**src/rtl/rng_harvester.sv**
```systemverilog
// rng_harvester
// Turns the free-running x/y/z trajectory of the chaos generator into a stream
// of 32-bit random words. After enable it discards WARMUP sample strobes, then
// XOR-folds the low K bits of x, y and z on every strobe and packs them
// MSB-first into 32-bit words. Completed words go into a DEPTH-word FIFO that
// the consumer drains through a valid/ready handshake.
//
// Ports
//   clk        system clock (same clock as the chaos generator)
//   rst        asynchronous active-low reset
//   en         harvest enable; low returns to IDLE and discards the partial word
//   x, y, z    chaos state, sampled on the strobe cycle
//   rnd_data   FIFO head word, 0 when empty
//   rnd_valid  FIFO not empty
//   rnd_ready  consumer accepts the head word
//   level      FIFO occupancy 0..DEPTH
//   overflow   sticky: a completed word was dropped because the FIFO was full
//   ovf_clr    clears overflow (a drop in the same cycle wins)
//   state      0=IDLE, 1=WARMUP, 2=HARVEST
//
// FSM states
//   state      | meaning
//   ST_IDLE    | disabled; counters and partial word held at 0, FIFO drainable
//   ST_WARMUP  | counting WARMUP strobes to skip the start-up transient
//   ST_HARVEST | packing folded bits and pushing completed words
module rng_harvester #(
  parameter int K      = 8,
  parameter int DECIM  = 4,
  parameter int WARMUP = 1024,
  parameter int DEPTH  = 8
) (
  input  logic                     clk,
  input  logic                     rst,
  input  logic                     en,
  input  logic [31:0]              x,
  input  logic [31:0]              y,
  input  logic [31:0]              z,
  output logic [31:0]              rnd_data,
  output logic                     rnd_valid,
  input  logic                     rnd_ready,
  output logic [$clog2(DEPTH):0]   level,
  output logic                     overflow,
  input  logic                     ovf_clr,
  output logic [1:0]               state
);

  localparam int SLOTS = 32 / K;
  localparam int DW    = (DECIM > 1) ? $clog2(DECIM) : 1;
  localparam int WW    = (WARMUP > 1) ? $clog2(WARMUP) : 1;
  localparam int SW    = (SLOTS > 1) ? $clog2(SLOTS) : 1;
  localparam int AW    = $clog2(DEPTH);
  localparam int LW    = AW + 1;

  localparam logic [DW-1:0] DECIM_LAST = DW'(DECIM - 1);
  localparam logic [WW-1:0] WARM_LAST  = WW'((WARMUP > 0) ? (WARMUP - 1) : 0);
  localparam logic [SW-1:0] SLOT_LAST  = SW'(SLOTS - 1);
  localparam logic [LW-1:0] DEPTH_L    = LW'(DEPTH);

  typedef enum logic [1:0] {
    ST_IDLE    = 2'd0,
    ST_WARMUP  = 2'd1,
    ST_HARVEST = 2'd2
  } state_t;

  state_t          r_state;
  state_t          w_state_nxt;

  logic [DW-1:0]   r_decim_cnt;
  logic [WW-1:0]   r_warm_cnt;
  logic [SW-1:0]   r_slot_cnt;
  logic [31:0]     r_pack;

  logic [31:0]     r_mem [DEPTH];
  logic [AW-1:0]   r_wr_ptr;
  logic [AW-1:0]   r_rd_ptr;
  logic [LW-1:0]   r_level;
  logic            r_overflow;

  logic            w_strobe;
  logic [K-1:0]    w_fb;
  logic [31:0]     w_word;
  logic            w_push;
  logic            w_pop;
  logic            w_full;
  logic            w_wr;
  logic            w_drop;
  logic            w_valid;

  // ---------------------------------------------------------------------------
  // Sample strobe and folded bits
  // ---------------------------------------------------------------------------
  assign w_strobe = (r_state != ST_IDLE) && (r_decim_cnt == DECIM_LAST);
  assign w_fb     = x[K-1:0] ^ y[K-1:0] ^ z[K-1:0];

  // Next pack value: shift left by K and append the new sample, so the first
  // sample of a word ends up in the MSBs.
  generate
    if (K == 32) begin : g_pack_full
      assign w_word = w_fb;
    end else begin : g_pack_shift
      assign w_word = {r_pack[31-K:0], w_fb};
    end
  endgenerate

  // ---------------------------------------------------------------------------
  // FSM
  // ---------------------------------------------------------------------------
  always_ff @(posedge clk or negedge rst) begin
    if (!rst) begin
      r_state <= ST_IDLE;
    end else begin
      r_state <= w_state_nxt;
    end
  end

  always_comb begin
    w_state_nxt = r_state;
    case (r_state)
      ST_IDLE: begin
        if (en) begin
          w_state_nxt = (WARMUP == 0) ? ST_HARVEST : ST_WARMUP;
        end
      end
      ST_WARMUP: begin
        if (w_strobe && (r_warm_cnt == WARM_LAST)) begin
          w_state_nxt = ST_HARVEST;
        end
      end
      ST_HARVEST: begin
        w_state_nxt = ST_HARVEST;
      end
      default: begin
        w_state_nxt = ST_IDLE;
      end
    endcase
    // Dropping enable wins over every other transition.
    if (!en) begin
      w_state_nxt = ST_IDLE;
    end
  end

  // ---------------------------------------------------------------------------
  // Decimation, warm-up and packing counters
  // ---------------------------------------------------------------------------
  always_ff @(posedge clk or negedge rst) begin
    if (!rst) begin
      r_decim_cnt <= '0;
    end else if (!en || (r_state == ST_IDLE)) begin
      r_decim_cnt <= '0;
    end else if (w_strobe) begin
      r_decim_cnt <= '0;
    end else begin
      r_decim_cnt <= r_decim_cnt + DW'(1);
    end
  end

  always_ff @(posedge clk or negedge rst) begin
    if (!rst) begin
      r_warm_cnt <= '0;
    end else if (!en || (r_state != ST_WARMUP)) begin
      r_warm_cnt <= '0;
    end else if (w_strobe) begin
      r_warm_cnt <= (r_warm_cnt == WARM_LAST) ? '0 : (r_warm_cnt + WW'(1));
    end
  end

  // The partial word is discarded whenever we are not harvesting, so a
  // re-enable never mixes stale bits into the first new word.
  always_ff @(posedge clk or negedge rst) begin
    if (!rst) begin
      r_slot_cnt <= '0;
      r_pack     <= '0;
    end else if (!en || (r_state != ST_HARVEST)) begin
      r_slot_cnt <= '0;
      r_pack     <= '0;
    end else if (w_strobe) begin
      r_pack     <= w_word;
      r_slot_cnt <= (r_slot_cnt == SLOT_LAST) ? '0 : (r_slot_cnt + SW'(1));
    end
  end

  // ---------------------------------------------------------------------------
  // FIFO
  // ---------------------------------------------------------------------------
  assign w_push  = en && (r_state == ST_HARVEST) && w_strobe &&
                   (r_slot_cnt == SLOT_LAST);
  assign w_valid = (r_level != '0);
  assign w_pop   = w_valid && rnd_ready;
  assign w_full  = (r_level == DEPTH_L);
  // A full FIFO still accepts a word when the head leaves on the same edge.
  assign w_wr    = w_push && (!w_full || w_pop);
  assign w_drop  = w_push && w_full && !w_pop;

  always_ff @(posedge clk) begin
    if (w_wr) begin
      r_mem[r_wr_ptr] <= w_word;
    end
  end

  always_ff @(posedge clk or negedge rst) begin
    if (!rst) begin
      r_wr_ptr <= '0;
      r_rd_ptr <= '0;
      r_level  <= '0;
    end else begin
      if (w_wr) begin
        r_wr_ptr <= r_wr_ptr + AW'(1);
      end
      if (w_pop) begin
        r_rd_ptr <= r_rd_ptr + AW'(1);
      end
      case ({w_wr, w_pop})
        2'b10:   r_level <= r_level + LW'(1);
        2'b01:   r_level <= r_level - LW'(1);
        default: r_level <= r_level;
      endcase
    end
  end

  always_ff @(posedge clk or negedge rst) begin
    if (!rst) begin
      r_overflow <= 1'b0;
    end else if (w_drop) begin
      r_overflow <= 1'b1;
    end else if (ovf_clr) begin
      r_overflow <= 1'b0;
    end
  end

  // ---------------------------------------------------------------------------
  // Outputs
  // ---------------------------------------------------------------------------
  assign rnd_valid = w_valid;
  assign rnd_data  = w_valid ? r_mem[r_rd_ptr] : 32'h0;
  assign level     = r_level;
  assign overflow  = r_overflow;
  assign state     = r_state;

endmodule

```
**config.mk**
```make
export PLATFORM = sky130hd
export DESIGN_NAME = rng_harvester
export DESIGN_NICKNAME = d
export VERILOG_FILES = /design/src/rtl/rng_harvester.sv
export SDC_FILE = /design/constraint.sdc
export NUM_CORES = 1
export LEC_CHECK = 0
export CAP_MARGIN = 20
export CORE_MARGIN = 2
export CORE_UTILIZATION = 56
export DETAILED_ROUTE_END_ITERATION = 10
export HOLD_SLACK_MARGIN = 0.08
export PLACE_DENSITY = 0.79
export SYNTH_ARGS = -nofsm -noshare
export SYNTH_HDL_FRONTEND = slang
export SYNTH_SLANG_ARGS = --single-unit
```
**constraint.sdc**
```tcl
create_clock -name clk -period 6.2 [get_ports clk]
set_clock_uncertainty 0.2 [all_clocks]
set_input_delay 0.62 -clock clk [delete_from_list [all_inputs] [get_ports clk]]
set_output_delay 0.62 -clock clk [all_outputs]
set_load 0.005 [all_outputs]
```
==> summary.md, run 1 <==
| Metric | Value |
|---|---|
| Post-CTS Setup Bufs | 0 |
| Simple-gate share of the synthesized area | 3.80% |
| Top cell type's share of synthesized area | 63.2% |
| Wire per inst | 23.8 um |
| Distinct cells, synth | 44 |
| Port buffer count | 68 |
| Clk slew on worst S/H paths | 60 ps |
| CTS buffer count | 29 |
| Area leader, netlist | edfxtp_1 |
| CTS root buf | clkbuf_16 |
| Placed Instances | 953 |
| H-tree depth | 1 |
| Maximum clock rate | 249 MHz |
| # diodes | 0 |
| Count leader, synth | edfxtp_1 |
| Placement Cell Area | 0.0133 sq mm |
| Final WL | 24000 um |
| Post-route setup slack | 2180 ps |
| Critical path class | reg -> out |
| Nets | 822 |
| Setup crit end kind | output pin |
| Synth Instances | 624 |
| Worst Max-Slew Pin Slew | 1050 ps |
| Syn Nets | 735 |
| Fin crit share | 64.8% |
| Post-route DRC | 0 |
| Vias in the first global route | 6505 |
| Status | completed |
| ANT nets after route | 0 |
| Final min period | 4020 ps |
| Synth Warn # | 0 |
| Ys async rst share | 16.6% |
| Via density | 6.16 |
| Routability cong. | 0.814 |
| Core area | 0.0212 sq mm |
| Hpwl dp | 13600 um |
| 1st-pass router iterations | 5 |
| GR Overflow Total | 0 |
| Setup violators final | 0 |
| Hold Path Stages | 1 |
| Largest family of logic cells by synthesized area | multiplexers |
| Final hold violation count | 0 |
| Fin util | 67.3% |
| Die W | 151 um |
| Area Overhead vs Synth | 17.0% |
| Initial core utilization | 57.5% |
| Die area | 0.0229 sq mm |
| IO Count | 141 |
| Seq/Total Area, Yosys | 73.7% |
| Share of layout cells above drive strength 1 | 19.4% |
| Initial antenna violation count | 0 |
| RSZ-0062 raised after global routing | no |
| Seq cells post-synth | 307 |
| Max-cap violations | 0 |
| Gr usage total | 21.9% |
| Arrival time worst endpoint | 3200 ps |
| Synth top area cells | edfxtp_1 (63%), mux4_2 (12%), dfrtp_1 (10%), mux2i_1 (2.9%), a22o_1 (1.9%) |
| Post-Layout Cell Count | 1007 |
| Worst hold path type | reg -> reg |
| Largest net degree at the start of global routing | 52 |
| Relative max-transition margin | 29.5% |
| Worst skew pair latency | 540 ps |
| R2R Setup Slk | 2290 ps |
| TritonCTS clock tree | built |
| Pwr dens | 289 mW/mm^2 |
| Fin area | 0.0142 sq mm |
| Post-Syn Area per Cell | 19.5 sq um |
| Clk buf depth | 3 |
| Cell Area, Synth | 0.0122 sq mm |
| Resize count post-CTS | 0 |
| Slew Limit Fails | 0 |
| Ys flop type | edfxtp_1 |
| Reg2reg path depth | 7 |
| Leakage power | 4.50 nW |
| Commonest cells post-synth | edfxtp_1 (256), mux4_2 (64), dfrtp_1 (51), nor2_1 (45), mux2i_1 (35) |
| Post-synthesis xor/xnor area fraction | 2.09% |
| EDFF count, synth | 256 |
| Multiplexer area fraction after synthesis | 14.9% |
| Post-CTS Hold Buffers | 1 |
| Compound-cell area share of the yosys netlist | 3.21% |
| Crit path required time | 5380 ps |
| Setup tns final | 0 ps |
| Die height | 151 um |
| First-pass GRT wire length | 37000 um |
| Worst IR Drop VDD | 0.217 mV |
| # rows | 53 |
| Initial drt markers | 465 |
| Adder and majority gate portion of the synthesized area | 1.03% |
| Dpl ws | 1780 ps |
| Clock sinks | 307 |
| Crit-path max FO | 42 |
| Vias | 6200 |
| CP Launch Type | flip-flop |
==> report_power, final <==
part / switching, W / internal (W)
Clock: 0.000719 / 0.000991
Sequential: 0.00000743 / 0.00224
Combinational: 0.0000904 / 0.0000640
==> per-layer routing <==
metal | wire [um] | track usage (%) | share of wire [%]
met1 | 9660 | 29.4 | 40
met2 | 12600 | 38.2 | 53
met3 | 1300 | 3.31 | 5.4
met4 | 416 | 5.19 | 1.7
met5 | 0 | 0 | 0
==> cells by family (layout without fill, tap and decap cells) <==
kind of cell | after synthesis | after routing
compound gates | 45 | 45
flops | 307 | 307
simple gates | 96 | 96
buf+inv | 36 | 144
fa+ha+maj | 10 | 10
mux | 101 | 101
xor+xnor | 29 | 29
==> area by class of cell <==
| cell class | instances | area, sq um |
|---|---|---|
| clock buffers | 41 | 811 |
| clock inverters | 11 | 111 |
| fillers | 1295 | 6920 |
| inverters | 6 | 22.5 |
| multi-input cells | 281 | 3100 |
| flip-flops and latches | 307 | 8970 |
| well taps | 275 | 344 |
| repair buffers | 86 | 871 |
==> flip-flops by register name (all words and copies together) (netlist names) <==
signal / count
level: 4
overflow: 1
r_decim_cnt: 2
r_mem: 256
r_pack: 24
r_rd_ptr: 3
r_slot_cnt: 2
r_warm_cnt: 10
r_wr_ptr: 3
state: 2
==> path summary, 6_finish.rpt <==
kind                                startpoint             end
worst max-delay path               r_rd_ptr[1]     rnd_data[9]
worst min-delay path            r_decim_cnt[0]  r_decim_cnt[0]
worst max register to register        state[0]    r_mem[5][24]
worst min register to register  r_decim_cnt[0]  r_decim_cnt[0]
max in group asynchronous                  rst     r_rd_ptr[0]
min in group asynchronous                  rst   r_warm_cnt[4]
==> layout by cell type (no fill, tap or decap), types with 2 or more instances in the layout <==
master | synthesis | final
and4b_1 | 3 | 2
nor4_2 | 0 | 2
nand4_1 | 2 | 2
nor4_1 | 6 | 4
xor2_1 | 6 | 6
clkinvlp_4 | 0 | 2
a21oi_1 | 3 | 3
dfrtp_2 | 0 | 2
nor2_4 | 0 | 3
a22o_1 | 26 | 26
o21ai_0 | 3 | 3
clkbuf_8 | 0 | 4
bufinv_16 | 0 | 2
nand3_1 | 3 | 3
dfrtp_1 | 51 | 48
buf_4 | 0 | 13
clkbuf_16 | 0 | 29
clkbuf_1 | 13 | 8
and3_1 | 2 | 2
mux2_2 | 2 | 2
xnor2_1 | 23 | 23
ha_1 | 10 | 10
a41o_1 | 2 | 2
mux4_2 | 64 | 64
nor4b_1 | 2 | 2
clkinv_2 | 0 | 2
nand2b_1 | 3 | 3
nor3_2 | 0 | 4
clkdlybuf4s50_1 | 0 | 67
clkinv_1 | 0 | 4
inv_1 | 6 | 6
edfxtp_1 | 256 | 256
buf_12 | 0 | 3
mux2i_1 | 35 | 35
nor2_1 | 45 | 42
nand2_1 | 19 | 19
==> metrics by stage <==
stage          power, W  hold slack (ps)
2_1_floorplan   0.00237              124
3_3_place_gp    0.00243              228
3_5_place_dp    0.00244              241
4_1_cts         0.00413              256
5_1_grt         0.00422              276
6_report        0.00411              258
==> worst max-delay path, stage by stage (launching register included) <==
cell and delay, ps:
dfrtp_2 780, buf_4 630, mux4_2 400, mux2i_1 260
nor2_1 70, clkdlybuf4s50_1 470
Power figures use the tool's default switching activity.
==> inputs of run 2 (changes only) <==
==> constraint.sdc (replaced) <==
create_clock -name clk -period 4.03 [get_ports clk]
set_clock_uncertainty 0.2 [all_clocks]
set_input_delay 0.403 -clock clk [delete_from_list [all_inputs] [get_ports clk]]
set_output_delay 0.403 -clock clk [all_outputs]
set_load 0.005 [all_outputs]
==> run 2 against run 1 <==
  * Core utilization is 0.21 points higher
  * Critical path depth stayed put
  * Worst hold slack worse by 74 ps
  * Worst setup slack worse by 1700 ps
  * Critical endpoint is now rnd_data[17]
  * Final cell count is 0.89% higher
  * Sequential power is 54% higher
  * Sequential cell count stayed put
  * Count of clock-buffer cells in the layout is 9 higher
  * Clock power is 47% higher
  * Non-clock buffer count is 8 higher
  * Global-route usage is 0.27 points lower
  * Power is 51% higher
==> summary.md, run 2 (synthesis results as in run 1) <==
| Metric | Value |
|---|---|
| Die W | 151 um |
| Initial drt markers | 541 |
| Vias in the first global route | 6542 |
| Arrival time worst endpoint | 2990 ps |
| Hpwl dp | 13700 um |
| Gr usage total | 21.6% |
| Worst IR Drop VDD | 0.280 mV |
| Crit-path max FO | 21 |
| Share of layout cells above drive strength 1 | 19.8% |
| Largest Register | r_mem |
| 1st-pass router iterations | 5 |
| Clk slew on worst S/H paths | 60 ps |
| Port buffer count | 68 |
| Area Overhead vs Synth | 17.3% |
| Relative max-transition margin | 41.7% |
| Clock sinks | 307 |
| Setup tns final | 0 ps |
| Nets | 830 |
| CP Launch Type | flip-flop |
| Worst skew pair latency | 530 ps |
| # diodes | 0 |
| TritonCTS clock tree | built |
| Die area | 0.0229 sq mm |
| Worst Max-Slew Pin Slew | 875 ps |
| Clk buf depth | 3 |
| Commonest non-fill, non-tap cell in the layout | edfxtp_1 |
| Final min period | 3590 ps |
| Sequential power share | 55.6% |
| First-pass GRT wire length | 36700 um |
| ANT nets after route | 0 |
| Comb power frac | 3.8% |
| Max-cap violations | 0 |
| Post-route DRC | 0 |
| Vias | 6179 |
| Leakage power | 4.53 nW |
| Commonest cells after routing, fill and taps aside | edfxtp_1 (256), clkdlybuf4s50_1 (67), mux4_2 (64) |
| Fin util | 67.5% |
| Final Power | 0.00622 W |
| Routability cong. | 0.796 |
| CTS root buf | clkbuf_16 |
| Final hold violation count | 0 |
| CTS buffer count | 29 |
| Slew Limit Fails | 0 |
| Setup crit end kind | output pin |
| Flip-flop count of the largest register after layout | 256 |
| Via density | 6.08 |
| Largest net degree at the start of global routing | 41 |
| Maximum clock rate | 278 MHz |
| GR Overflow Total | 0 |
| RSZ-0062 raised after global routing | no |
| Status | completed |
| Initial core utilization | 57.5% |
| WHS | 184 ps |
| Wire per inst | 23.3 um |
| Worst hold path type | in -> async |
| Final WL | 23600 um |
| Critical path class | reg -> out |
| Clk pwr share | 40.5% |
| Psw | 0.00121 W |
| H-tree depth | 1 |
| Setup violators final | 0 |
| Die height | 151 um |
| Switch share | 19.5% |
| Int Power | 0.00500 W |
| IO Count | 141 |
| Initial antenna violation count | 0 |
| Crit path required time | 3430 ps |
| Largest regs | r_mem: 256 flops, r_pack: 24 flops, r_warm_cnt: 10 flops |
| Pwr dens | 435 mW/mm^2 |
| Fin crit share | 89.1% |
| Core area | 0.0212 sq mm |
| Resize count post-CTS | 0 |
| # rows | 53 |
-- run 2: cell count changes in the layout (fill, tap and decap cells not counted), sizes merged --
| cell | change |
|---|---|
| buf | +8 |
| bufinv | -2 |
| clkbuf | +9 |
| clkinv | -3 |
| clkinvlp | -2 |
| inv | -1 |
-- run 2: cell type report --
type / instances / area, sq um
flip-flops and latches: 307 / 8970
well taps: 275 / 344
inverters: 6 / 22.5
multi-input cells: 281 / 3120
repair buffers: 94 / 936
clock inverters: 3 / 13.8
clock buffers: 50 / 875
fillers: 1301 / 6880
-- run 2: through the flow --
stage	area [sq um]	setup slack, ps	cells
final	14300	438	1016
after global routing	14300	256	1016
after CTS	14300	357	1015
after detailed placement	13400	802	961
after global placement	13400	854	961
after floorplan	12200	-174	624
-- run 2: metal layers --
layer	GRT usage [%]	vias up	routed length [um]
li1	-	2698	-
met4	4.67	0	377
met3	3.67	32	1670
met5	0	-	0
met2	37.6	274	12300
met1	29.1	3175	9330
-- run 2: power by group through the flow --
stage	sequential (W)	clock (W)	combinational (W)
after global routing	0.00346	0.00268	0.000265
after global placement	0.00352	0	0.000223
after detailed placement	0.00352	0	0.000239
after floorplan	0.00352	0	0.000130
final	0.00346	0.00252	0.000239
after CTS	0.00346	0.00256	0.000240
-- run 2: critical path, cell delays in order, from the launching register on --
cell and delay, ps:
dfrtp_4 700, buf_4 420, mux4_2 550, mux2i_1 240, nor2_1 70, clkdlybuf4s50_1 460
-- run 2: path summary, 6_finish.rpt --
kind	from	end	slack, ps	cells past startpoint
worst min register to register	r_decim_cnt[0]	r_decim_cnt[0]	270	1
worst max-delay path	r_rd_ptr[0]	rnd_data[17]	440	5
max in group asynchronous	rst	r_warm_cnt[0]	2690	4
worst min-delay path	rst	r_warm_cnt[5]	180	2
worst max register to register	state[0]	r_mem[5][21]	1120	7
min in group clk	ovf_clr	overflow	240	2
-- run 2: what timing repair did --
item | 4_1_cts | 5_1_grt
endpoints found under the hold margin | 39 | 0
hold buffers | 1 | 0
setup buffers | 0 | 0
==> inputs of run 3 (changes only) <==
--- a/config.mk
+++ b/config.mk
@@ -7,10 +7,10 @@
 export LEC_CHECK = 0
 export CAP_MARGIN = 20
 export CORE_MARGIN = 2
-export CORE_UTILIZATION = 56
+export CORE_UTILIZATION = 40
 export DETAILED_ROUTE_END_ITERATION = 10
 export HOLD_SLACK_MARGIN = 0.08
-export PLACE_DENSITY = 0.79
+export PLACE_DENSITY = 0.59
 export SYNTH_ARGS = -nofsm -noshare
 export SYNTH_HDL_FRONTEND = slang
 export SYNTH_SLANG_ARGS = --single-unit
==> run 3 against run 2 <==
  * Critical path depth did not move
  * Combinational power barely moved
  * Core utilization fell by 19 points
  * Die area rose by 39%
  * Fmax decreased by 0.87%
  * Non-clock buffer count down 3
  * Count of clock-buffer cells in the layout down 5
  * Wire length grew 4.8%
  * Highest routed layer unchanged
==> summary.md, run 3 (synthesis results as in run 1) <==
| Metric | Value |
|---|---|
| Status | completed |
| Crit path required time | 3430 ps |
| Vias | 6058 |
| Slew Limit Fails | 0 |
| Cell Chain, Critical Path | buf_4 -> mux4_2 -> mux2i_1 -> nor2_1 -> clkdlybuf4s50_1 |
| Via density | 5.35 |
| TritonCTS clock tree | built |
| Worst IR Drop VDD | 0.323 mV |
| Arrival time worst endpoint | 3020 ps |
| Die area | 0.0318 sq mm |
| Commonest cells after routing, fill and taps aside | edfxtp_1 (256), clkdlybuf4s50_1 (67), mux4_2 (64) |
| Hpwl dp | 13800 um |
| Flip-flop count of the largest register after layout | 256 |
| Resize count post-CTS | 0 |
| Critical path class | reg -> out |
| Vias in the first global route | 6629 |
| Gr usage total | 16.2% |
| Relative max-transition margin | 38.4% |
| First-pass GRT wire length | 38800 um |
| Final hold violation count | 0 |
| Clock sinks | 307 |
| Largest Register | r_mem |
| Clk buf depth | 3 |
| Fin area | 0.0145 sq mm |
| Routability cong. | 0.735 |
| RSZ-0062 raised after global routing | no |
| Nets | 829 |
| Die height | 178 um |
| Largest regs | r_mem: 256 flops, r_pack: 24 flops, r_warm_cnt: 10 flops |
| Psw | 0.00131 W |
| CP Launch Type | flip-flop |
| Clk slew on worst S/H paths | 60 ps |
| Commonest non-fill, non-tap cell in the layout | edfxtp_1 |
| Placement Cell Area | 0.0135 sq mm |
| Placed Instances | 1074 |
| 1st-pass router iterations | 4 |
| Post-Layout Cell Count | 1133 |
| Buffers plus inverters on the worst setup path | 2 |
| Worst Max-Slew Pin Slew | 923 ps |
| Post-route DRC | 0 |
| Int Power | 0.00517 W |
| Crit path max-delay family | buffers and inverters |
| Crit-path max cell delay | 890 ps |
| Crit-path max FO | 31 |
| Comb power frac | 3.7% |
| Core area | 0.0298 sq mm |
| Fin util | 48.7% |
| Clk pwr share | 43.0% |
| IO Count | 141 |
| Initial core utilization | 40.8% |
| Port buffer count | 68 |
| Initial antenna violation count | 0 |
| Final WL | 24800 um |
| Die W | 178 um |
| Share of layout cells above drive strength 1 | 20.6% |
| Setup violators final | 0 |
| Initial drt markers | 474 |
| Final min period | 3620 ps |
| Switch share | 20.2% |
| CTS buffer count | 31 |
| Wire per inst | 21.9 um |
| ANT nets after route | 0 |
| Post-CTS Setup Bufs | 0 |
| # diodes | 0 |
| Worst hold path type | in -> reg |
| CTS root buf | clkbuf_16 |
| Post-CTS Hold Buffers | 1 |
| Area Overhead vs Synth | 19.3% |
| H-tree depth | 1 |
| Sequential power share | 53.3% |
| Setup crit end kind | output pin |
| Pwr dens | 446 mW/mm^2 |
| Largest net degree at the start of global routing | 38 |
| Setup tns final | 0 ps |
| CP max stage cell | dfrtp_2 |
| Fin crit share | 89.9% |
| Maximum clock rate | 276 MHz |
| Max-cap violations | 0 |
| # rows | 63 |
| Leakage power | 4.57 nW |
| GR Overflow Total | 0 |
| Worst skew pair latency | 550 ps |
## run 3: cell count changes in the layout (fill, tap and decap cells not counted), moves of 2 or more
cell / previous run / this run
clkbuf_1: 14 / 10
clkinv_2: 2 / 6
buf_4: 20 / 17
clkbuf_8: 7 / 4
clkinvlp_4: 0 / 3
bufinv_16: 0 / 2
clkbuf_16: 29 / 31
## run 3: per-layer routing
layer	global-route usage [%]	up-vias	wire [um]
met2	27.8	145	12600
met1	22.3	3183	10600
met3	2.34	29	1240
met5	0	-	0
li1	-	2701	-
met4	3.32	0	385
## run 3: power by group through the flow
stage	sequential (W)	combinational, W	clock [W]
5_1_grt	0.00346	0.000265	0.00297
4_1_cts	0.00346	0.000242	0.00285
2_1_floorplan	0.00352	0.000130	0
3_3_place_gp	0.00352	0.000232	0
6_report	0.00346	0.000237	0.00279
3_5_place_dp	0.00352	0.000240	0
## run 3: path summary, 6_finish.rpt
kind	from	end	slack (ps)	depth (start not counted)
max	r_rd_ptr[1]	rnd_data[23]	410	5
min	ovf_clr	overflow	210	2
max reg2reg	state[0]	r_mem[3][18]	1280	7
min reg2reg	r_decim_cnt[0]	r_decim_cnt[0]	260	1
max in group asynchronous	rst	r_pack[7]	2480	3
min in group asynchronous	rst	r_warm_cnt[3]	310	2
## run 3: metrics by stage
step           hold slack, ps  total power, W  worst slack, ps
2_1_floorplan           -92.6         0.00365             -174
3_3_place_gp              226         0.00375              954
3_5_place_dp              244         0.00376              903
4_1_cts                   197         0.00654              329
5_1_grt                   255         0.00669              211
6_report                  214         0.00648              407
## run 3: layout make-up
type | count | area (sq um)
Clock inverter | 13 | 136
Timing Repair Buffer | 91 | 913
Tap cell | 390 | 488
Sequential cell | 307 | 8970
Inverter | 6 | 22.5
Fill cell | 2484 | 15300
Clock buffer | 45 | 868
Multi-Input combinational cell | 281 | 3120
## run 3: worst reg2reg max path: stages (launching register included)
cell,delay [ps]
dfrtp_1,370
inv_1,100
ha_1,270
and4b_1,400
o211a_1,260
nand2_1,260
nor2_4,310
buf_12,270
